### src/rtl/serial_port_pkg.sv
// Shared types and defaults for the serial port responder.
//   serial_byte_t        - one byte on the processor/host serial paths
//   SERIAL_DEFAULT_DEPTH - default number of entries per FIFO
package serial_port_pkg;

  typedef logic [7:0] serial_byte_t;

  localparam int SERIAL_DEFAULT_DEPTH = 16;

endpackage

### src/rtl/serial_byte_fifo.sv
// Byte FIFO with first-word fall-through head output.
// Push and pop requests are qualified internally against full/empty, so a
// push while full or a pop while empty leaves the FIFO untouched.
// Ports:
//   clock, reset      - rising-edge clock, synchronous active-low reset
//   push, push_data   - write request and byte
//   pop               - remove the head entry
//   head_data         - current head entry (stale when empty)
//   full, empty       - occupancy boundaries
//   count             - number of entries held (0..DEPTH)
module serial_byte_fifo
  import serial_port_pkg::*;
#(
  parameter int DEPTH = SERIAL_DEFAULT_DEPTH
) (
  input  logic                     clock,
  input  logic                     reset,
  input  logic                     push,
  input  serial_byte_t             push_data,
  input  logic                     pop,
  output serial_byte_t             head_data,
  output logic                     full,
  output logic                     empty,
  output logic [$clog2(DEPTH):0]   count
);

  localparam int AW = $clog2(DEPTH);
  localparam int CW = AW + 1;
  localparam logic [AW-1:0] PTR_ONE  = AW'(1);
  localparam logic [CW-1:0] CNT_ONE  = CW'(1);
  localparam logic [CW-1:0] CNT_FULL = CW'(DEPTH);

  serial_byte_t    mem [DEPTH];
  logic [AW-1:0]   wr_ptr;
  logic [AW-1:0]   rd_ptr;
  logic [CW-1:0]   count_q;
  logic            do_push;
  logic            do_pop;

  assign full    = (count_q == CNT_FULL);
  assign empty   = (count_q == '0);
  assign do_push = push && !full;
  assign do_pop  = pop && !empty;

  // Storage is cleared on reset so the head output reads 0x00 afterwards.
  always_ff @(posedge clock) begin
    if (!reset) begin
      wr_ptr  <= '0;
      rd_ptr  <= '0;
      count_q <= '0;
      for (int i = 0; i < DEPTH; i++) begin
        mem[i] <= '0;
      end
    end else begin
      if (do_push) begin
        mem[wr_ptr] <= push_data;
        wr_ptr      <= wr_ptr + PTR_ONE;
      end
      if (do_pop) begin
        rd_ptr <= rd_ptr + PTR_ONE;
      end
      case ({do_push, do_pop})
        2'b10:   count_q <= count_q + CNT_ONE;
        2'b01:   count_q <= count_q - CNT_ONE;
        default: count_q <= count_q;
      endcase
    end
  end

  assign head_data = mem[rd_ptr];
  assign count     = count_q;

endmodule

### src/rtl/serial_port_responder.sv
// Device-side endpoint of the processor byte-serial port.
// RX FIFO: host -> processor. TX FIFO: processor -> host.
// Optional feature macro: SERIAL_PORT_LOOPBACK_EN adds loopback_in, which
// steers TX FIFO pops into the RX FIFO and blocks the host handshakes.
// Ports:
//   clock, reset                        - clock, synchronous active-low reset
//   serial_data_out / serial_valid_out  - RX head and non-empty to processor
//   serial_rden_in                      - processor pops the RX head
//   serial_data_in / serial_wren_in     - processor byte into the TX FIFO
//   serial_ready_out                    - TX FIFO not full
//   host_rx_data/valid, host_rx_ready   - host byte into the RX FIFO
//   host_tx_data/valid, host_tx_ready   - TX head out to the host
//   rx_underflow, tx_overflow           - sticky error flags
//   loopback_in (macro only)            - route TX into RX
module serial_port_responder
  import serial_port_pkg::*;
#(
  parameter int DEPTH = SERIAL_DEFAULT_DEPTH
) (
  input  logic          clock,
  input  logic          reset,
`ifdef SERIAL_PORT_LOOPBACK_EN
  input  logic          loopback_in,
`endif
  output serial_byte_t  serial_data_out,
  output logic          serial_valid_out,
  input  logic          serial_rden_in,
  input  serial_byte_t  serial_data_in,
  input  logic          serial_wren_in,
  output logic          serial_ready_out,
  input  serial_byte_t  host_rx_data,
  input  logic          host_rx_valid,
  output logic          host_rx_ready,
  output serial_byte_t  host_tx_data,
  output logic          host_tx_valid,
  input  logic          host_tx_ready,
  output logic          rx_underflow,
  output logic          tx_overflow
);

  localparam int CW = $clog2(DEPTH) + 1;
  localparam logic [CW-1:0] CNT_FULL = CW'(DEPTH);

  serial_byte_t   rx_head;
  serial_byte_t   tx_head;
  serial_byte_t   rx_push_data;
  logic           rx_full, rx_empty, tx_full, tx_empty;
  logic [CW-1:0]  rx_count, tx_count;
  logic           rx_push, rx_pop, tx_push, tx_pop;
  logic           lb_move;
  logic           lb_q;

  // Loopback mode is registered so a change on loopback_in applies from
  // the next edge and never forms a combinational path to the outputs.
`ifdef SERIAL_PORT_LOOPBACK_EN
  always_ff @(posedge clock) begin
    if (!reset) begin
      lb_q <= 1'b0;
    end else begin
      lb_q <= loopback_in;
    end
  end
`else
  assign lb_q = 1'b0;
`endif

  always_comb begin
    rx_pop       = serial_rden_in && !rx_empty;
    tx_push      = serial_wren_in && !tx_full;
    lb_move      = lb_q && !tx_empty && !rx_full;
    rx_push      = host_rx_valid && !rx_full;
    rx_push_data = host_rx_data;
    tx_pop       = host_tx_ready && !tx_empty;
    if (lb_q) begin
      rx_push      = lb_move;
      rx_push_data = tx_head;
      tx_pop       = lb_move;
    end
  end

  serial_byte_fifo #(.DEPTH(DEPTH)) u_rx_fifo (
    .clock     (clock),
    .reset     (reset),
    .push      (rx_push),
    .push_data (rx_push_data),
    .pop       (rx_pop),
    .head_data (rx_head),
    .full      (rx_full),
    .empty     (rx_empty),
    .count     (rx_count)
  );

  serial_byte_fifo #(.DEPTH(DEPTH)) u_tx_fifo (
    .clock     (clock),
    .reset     (reset),
    .push      (tx_push),
    .push_data (serial_data_in),
    .pop       (tx_pop),
    .head_data (tx_head),
    .full      (tx_full),
    .empty     (tx_empty),
    .count     (tx_count)
  );

  // Error detection compares occupancy directly (same condition as empty/full).
  always_ff @(posedge clock) begin
    if (!reset) begin
      rx_underflow <= 1'b0;
      tx_overflow  <= 1'b0;
    end else begin
      if (serial_rden_in && (rx_count == '0)) begin
        rx_underflow <= 1'b1;
      end
      if (serial_wren_in && (tx_count == CNT_FULL)) begin
        tx_overflow <= 1'b1;
      end
    end
  end

  assign serial_data_out  = rx_head;
  assign serial_valid_out = !rx_empty;
  assign serial_ready_out = !tx_full;
  assign host_rx_ready    = !rx_full && !lb_q;
  assign host_tx_data     = tx_head;
  assign host_tx_valid    = !tx_empty && !lb_q;

endmodule

### config.mk
export PLATFORM = sky130hd
export DESIGN_NAME = serial_port_responder
export DESIGN_NICKNAME = d
export VERILOG_FILES = /design/src/rtl/serial_port_pkg.sv /design/src/rtl/serial_byte_fifo.sv /design/src/rtl/serial_port_responder.sv
export SDC_FILE = /design/constraint.sdc
export NUM_CORES = 1
export LEC_CHECK = 0
export CAP_MARGIN = 10
export CORE_ASPECT_RATIO = 1.1
export CORE_UTILIZATION = 30
export DETAILED_ROUTE_END_ITERATION = 16
export GPL_ROUTABILITY_DRIVEN = 0
export GPL_TIMING_DRIVEN = 1
export PLACE_DENSITY = 0.49
export SLEW_MARGIN = 25
export SYNTH_ARGS = -nofsm -noshare
export SYNTH_HDL_FRONTEND = slang
export SYNTH_SLANG_ARGS = --single-unit
### constraint.sdc
create_clock -name clock -period 3.99 [get_ports clock]
set_clock_uncertainty 0.2 [all_clocks]
set_input_delay 0.798 -clock clock [delete_from_list [all_inputs] [get_ports clock]]
set_output_delay 0.798 -clock clock [all_outputs]
set_load 0.1 [all_outputs]
# Word level (Yosys, flattened, before mapping)

Memories as Yosys holds them, arrays and structs flattened. A register that Yosys moved wholly into a read port is not among the register bits.
Cells that the tools add are included.

Add/subtract/negate cells: 8
Eq/ne operators: 6
Multiplexer cells: 19
Reductions and logical operators: 20

Operator list:

| operator                                                            | number |
|---|---|
| 4-bit two-way mux                                                   | 6 |
| 5-bit case mux with 2 select lines                                  | 2 |
| 4-bit by 1-bit adder with 4-bit output (second input constant)      | 4 |
| 8-bit two-way mux                                                   | 2 |
| 8-bit OR reduction                                                  | 2 |
| 5-bit by 1-bit adder with 5-bit output (second input constant)      | 2 |
| 5-bit == test (second input constant)                               | 2 |
| 1-bit logical AND                                                   | 10 |
| 5-bit logical NOT                                                   | 2 |
| 5-bit by 1-bit subtractor with 5-bit output (second input constant) | 2 |
| 1-bit two-way mux                                                   | 9 |
| 2-bit by 1-bit == test with 1-bit output (second input constant)    | 2 |
| 2-bit == test (second input constant)                               | 2 |
| 1-bit logical NOT                                                   | 4 |
| 2-bit nonzero test                                                  | 2 |

Register bits after elaboration: 28
Bits in writable memories: 256
Input bits: 22
Memories: 2

Memories:

| name          | words | width | read ports | clocked after memory_dff | write ports | line                   | text |
|---|---|---|---|---|---|---|---|
| u_rx_fifo.mem | 16    | 8     | 1          | 1                        | 16          | serial_byte_fifo.sv:33 | `serial_byte_t mem [DEPTH];` |
| u_tx_fifo.mem | 16    | 8     | 1          | 1                        | 16          | serial_byte_fifo.sv:33 |  |

# Logic depth before layout (Yosys ltp)

Word-level depth: 9
Mapped depth: 13
Mapped depth without buffers: 10

# Modules after synthesis

A second synthesis with hierarchy kept.

Cell total of the unflattened synthesis: 1011
Area, all modules: 13183.9 um^2

By module, submodules not included:

| module                        | instances | cells an instance | area each (um^2) |
|---|---|---|---|
| serial_byte_fifo at u_rx_fifo | 1         | 499               | 6536.3 |
| serial_byte_fifo at u_tx_fifo | 1         | 494               | 6522.5 |
| serial_port_responder         | 1         | 18                | 125.1 |

# Worst setup path before layout

No wires, ideal clock.

Kind: input to register
Start point: input port host_rx_valid
End point: register u_rx_fifo.count_q[4] (netlist: u_rx_fifo.count[4])
Setup time: 72 ps
Arrival time: 2888 ps
Required time: 3718 ps
Path slack: 830 ps
Cell stages on the path: 10
Buffers on the path: 1
Cell sequence: a21boi_4 > inv_6 > ha_1 > clkbuf_1 > xor2_1 > ha_1 > or4bb_1 > a21oi_1 > a211o_1 > mux2i_1

Cells in the longest elaborated chain, start to end: 4
Elaborated cells on any way between the ends: 6
Classes of those cells: eq/ne (2); mux (1); reduce/logical (3)

Ends and longest elaborated chain:

| element                                                                          | line                        | text |
|---|---|---|
| from (decl)                                                                      | serial_port_responder.sv:32 | `input logic host_rx_valid,` |
| 1-bit logical AND (*)                                                            | serial_port_responder.sv:71 | `rx_push = host_rx_valid && !rx_full;` |
| 1-bit logical AND (*)                                                            | serial_byte_fifo.sv:42      | `assign do_push = push && !full;` |
| 2-bit by 1-bit == test with 1-bit output / 2-bit == test (equally long branches) | serial_byte_fifo.sv:62      | `case ({do_push, do_pop})` |
| 5-bit case mux with 2 select lines / 2-bit nonzero test (equally long branches)  | -                           |  |
| to (signal assigned)                                                             | serial_byte_fifo.sv:63      | `2'b10: count_q <= count_q + CNT_ONE;` |
| to (signal assigned)                                                             | serial_byte_fifo.sv:64      | `2'b01: count_q <= count_q - CNT_ONE;` |
| to (signal assigned)                                                             | serial_byte_fifo.sv:65      | `default: count_q <= count_q;` |
| to (decl)                                                                        | serial_byte_fifo.sv:36      | `logic [CW-1:0] count_q;` |

Mark *: on every way between the ends. The rest lies on a longest branch, timed or not.
A chain may end at the register's enable or synchronous reset.

==> metrics.txt <==
drt wl/cell 20.9 um; non-filler cells, final about 1600; first-pass GRT wire length approximately 50 mm; Internal 6.46 mW; cts bufs inserted 35; maximum fanout along the worst path 32; Clock power frac 0.321; largest net degree at the start of global routing between 60 and 70; Worst setup SP type flop; Synth async-reset ratio 0; die height ~230 um; vias per inst 4.72; most frequent cells in the layout 276 x and2_1, 256 x edfxtp_1, 80 x mux4_2; post-cts resize count 0; Ports 44; setup_tns 0 ps; synthesized cell area 13700 sq um; Clock Sinks 292; sequential area share after synthesis 0.612; sequential share of power 0.384; WL final 33.2 mm; Slew headroom 0.351; minimum clock period 3540 ps; Critical Path AT 2540 ps; Core Region 44800 sq um; RSZ-0062 raised after global routing false; nets between 1000 and 1500; Crit Path Class reg -> out; Area Overhead vs Synth 17.9%; post-CTS setup buffers 0; antenna viol nets, final 0; clk root buf clkbuf_16; worst slew pin tran 971 ps; number of global-route vias before repair 7880; initial antenna violation count 0; crit end category output port; Yosys Warn Count 0; dpl cells 1522; Sw Ratio 0.325; largest stage delay on the critical path about 590 ps; Clock Latency Late Sink 530 ps; PD cells 591 nW/um^2; min-delay worst type reg -> reg; # diodes 0; gr ovfl total 0; # Max-Cap Violations 0; clk buf depth 3; Synth Flop Type edfxtp_1; net count after synthesis 948; syn avg cell area 15.1 sq um; fmax 0.283 GHz; critical path endpoint host_tx_data[0]; Cell Rows 81; EDFF count, synth 256; final hold vios 0; Comb power frac 0.295; Die ar. 46600 sq um; dpl ws ~460 ps; buffers added on ports 43; crit-path cells buf_12 -> mux4_2 -> mux4_2 -> buf_12; dpl hpwl 21.3 mm; post-route clock period utilization 0.887; DR pass1 iterations 4; Reg2Reg Capture Point u_rx_fifo.count[4]$_SDFFE_PN0P_; Post-route DRC 0; status complete, no violations; flop-to-flop setup slack approximately 860 ps; commonest non-fill, non-tap cell in the layout and2_1; CTS tree yes; DR vias approximately 7500; Switch Pwr 3.12 mW; worst endpoint required time 2990 ps; H-Tree Level Count 2; Leakage 5.76 nW; hold_ws a little under 300 ps; slowest CP cell mux4_2; DR iter-0 viols 500; gr usage total 0.149; worst IR drop on VDD 0.596 mV; Seq cells post-synth between 200 and 300; max-slew violation count 0; Reg-to-Reg Start u_rx_fifo.count[1]$_SDFFE_PN0P_; share of cells above drive strength 1 0.214; PnR Total Power between 9 and 10 mW; final setup violation count 0; hold buffers post-CTS 0; Reg2Reg Depth 9; Starting Density 0.306; Reg clk slew, reported paths 50 ps; post-synthesis cell type count 54; final setup margin around 450 ps; cells after synthesis 911; die width 206 um
[worst min-delay path by stage]
| stage | from | end | cells after the start | slack (ps) |
|---|---|---|---|---|
| after floorplan | u_tx_fifo.count[4]$_SDFFE_PN0P_ | u_tx_fifo.count[4]$_SDFFE_PN0P_ | 2 | 310 |
| after global placement | rx_underflow$_SDFFE_PN0P_ | rx_underflow$_SDFFE_PN0P_ | 2 | 280 |
| after detailed placement | rx_underflow$_SDFFE_PN0P_ | rx_underflow$_SDFFE_PN0P_ | 2 | 280 |
| after CTS | rx_underflow$_SDFFE_PN0P_ | rx_underflow$_SDFFE_PN0P_ | 2 | 300 |
| after global routing | tx_overflow$_SDFFE_PN0P_ | tx_overflow$_SDFFE_PN0P_ | 2 | 340 |
| final | rx_underflow$_SDFFE_PN0P_ | rx_underflow$_SDFFE_PN0P_ | 2 | 300 |
[kinds of logic (layout without fill, tap and decap cells)]
group                    count (synthesis)  count (layout)  synth area share
AO/OA/AOI/OAI                           54              54            0.0252
flip-flops                             292             292             0.612
XOR/XNOR                                18              18            0.0115
adder cells (fa/ha/maj)                 15              15            0.0137
AND/OR/NAND/NOR                        385             385             0.180
buffers and inverters                   60             151            0.0204
multiplexers                            87              87             0.136
[sequential cells by signal (all words and copies together), names as in the netlist, named ones only]
name / flops
rx_underflow: 1
u_tx_fifo.wr_ptr: 4
tx_overflow: 1
u_rx_fifo.count: 5
u_tx_fifo.rd_ptr: 4
u_rx_fifo.wr_ptr: 4
u_tx_fifo.mem: 128
u_tx_fifo.count: 5
u_rx_fifo.rd_ptr: 4
u_rx_fifo.mem: 128
[worst max-delay path, delay by kind of cell (launching register included)]
kind | cells | cell delay, ps
muxes | 2 | 1160
buffers and inverters | 2 | 460
DFF | 1 | 330
[synthesized netlist by cell type (3+ instances only)]
master    count  area, sq um
a21oi_1       4         20.0
and2_1      276         1730
buf_1        10         37.5
buf_2         4         20.0
buf_4         4         30.0
buf_6         4         45.0
clkbuf_1     30          113
dfxtp_1      36          721
edfxtp_1    256         7690
ha_1         15          188
inv_1         7         26.3
mux2i_1       7         70.1
mux4_2       80         1800
nand2_1      23         86.3
nand2b_1      9         56.3
nand4_1       4         25.0
nor2_1       22         82.6
nor2_2        6         37.5
nor2_4        6         67.6
nor2b_1      13         81.3
nor3_1        5         25.0
nor4_4        6          128
o21a_1        3         22.5
o21ai_0      29          145
xnor2_1      12          105
xor2_1        6         52.6
[power by group through the flow]
stage / Sequential (mW) / Combinational [mW] / Clock, mW
2_1_floorplan: 3.72 / 2.01 / 0
3_3_place_gp: 3.74 / 2.87 / 0
3_5_place_dp: 3.74 / 2.86 / 0
4_1_cts: 3.68 / 2.87 / 3.18
5_1_grt: 3.71 / 2.99 / 3.28
6_report: 3.68 / 2.82 / 3.08
[stage by stage]
| stage | util | area, sq um |
|---|---|---|
| global placement | 0.337 | 15100 |
| global route | 0.361 | 16200 |
| finish | 0.361 | 16200 |
| floorplan | - | 13700 |
| detailed placement | 0.337 | 15100 |
| CTS | 0.361 | 16200 |
[layout make-up]
class | count | area (sq um)
clock inverter | 20 | 180
inverter | 8 | 35.0
timing repair buffer | 82 | 901
clock buffer | 41 | 898
tap | 581 | 727
multi-input combinational | 559 | 5040
sequential | 292 | 8410
fill | 4301 | 28600
[per-layer routing]
metal | vias to the layer above | share of wire | track usage
met5 | - | 0 | 0
met4 | 0 | 0.036 | 0.0626
met3 | 62 | 0.041 | 0.0315
met2 | 134 | 0.51 | 0.255
met1 | 3786 | 0.42 | 0.180
li1 | 3496 | - | -
Power figures use the tool's default switching activity.
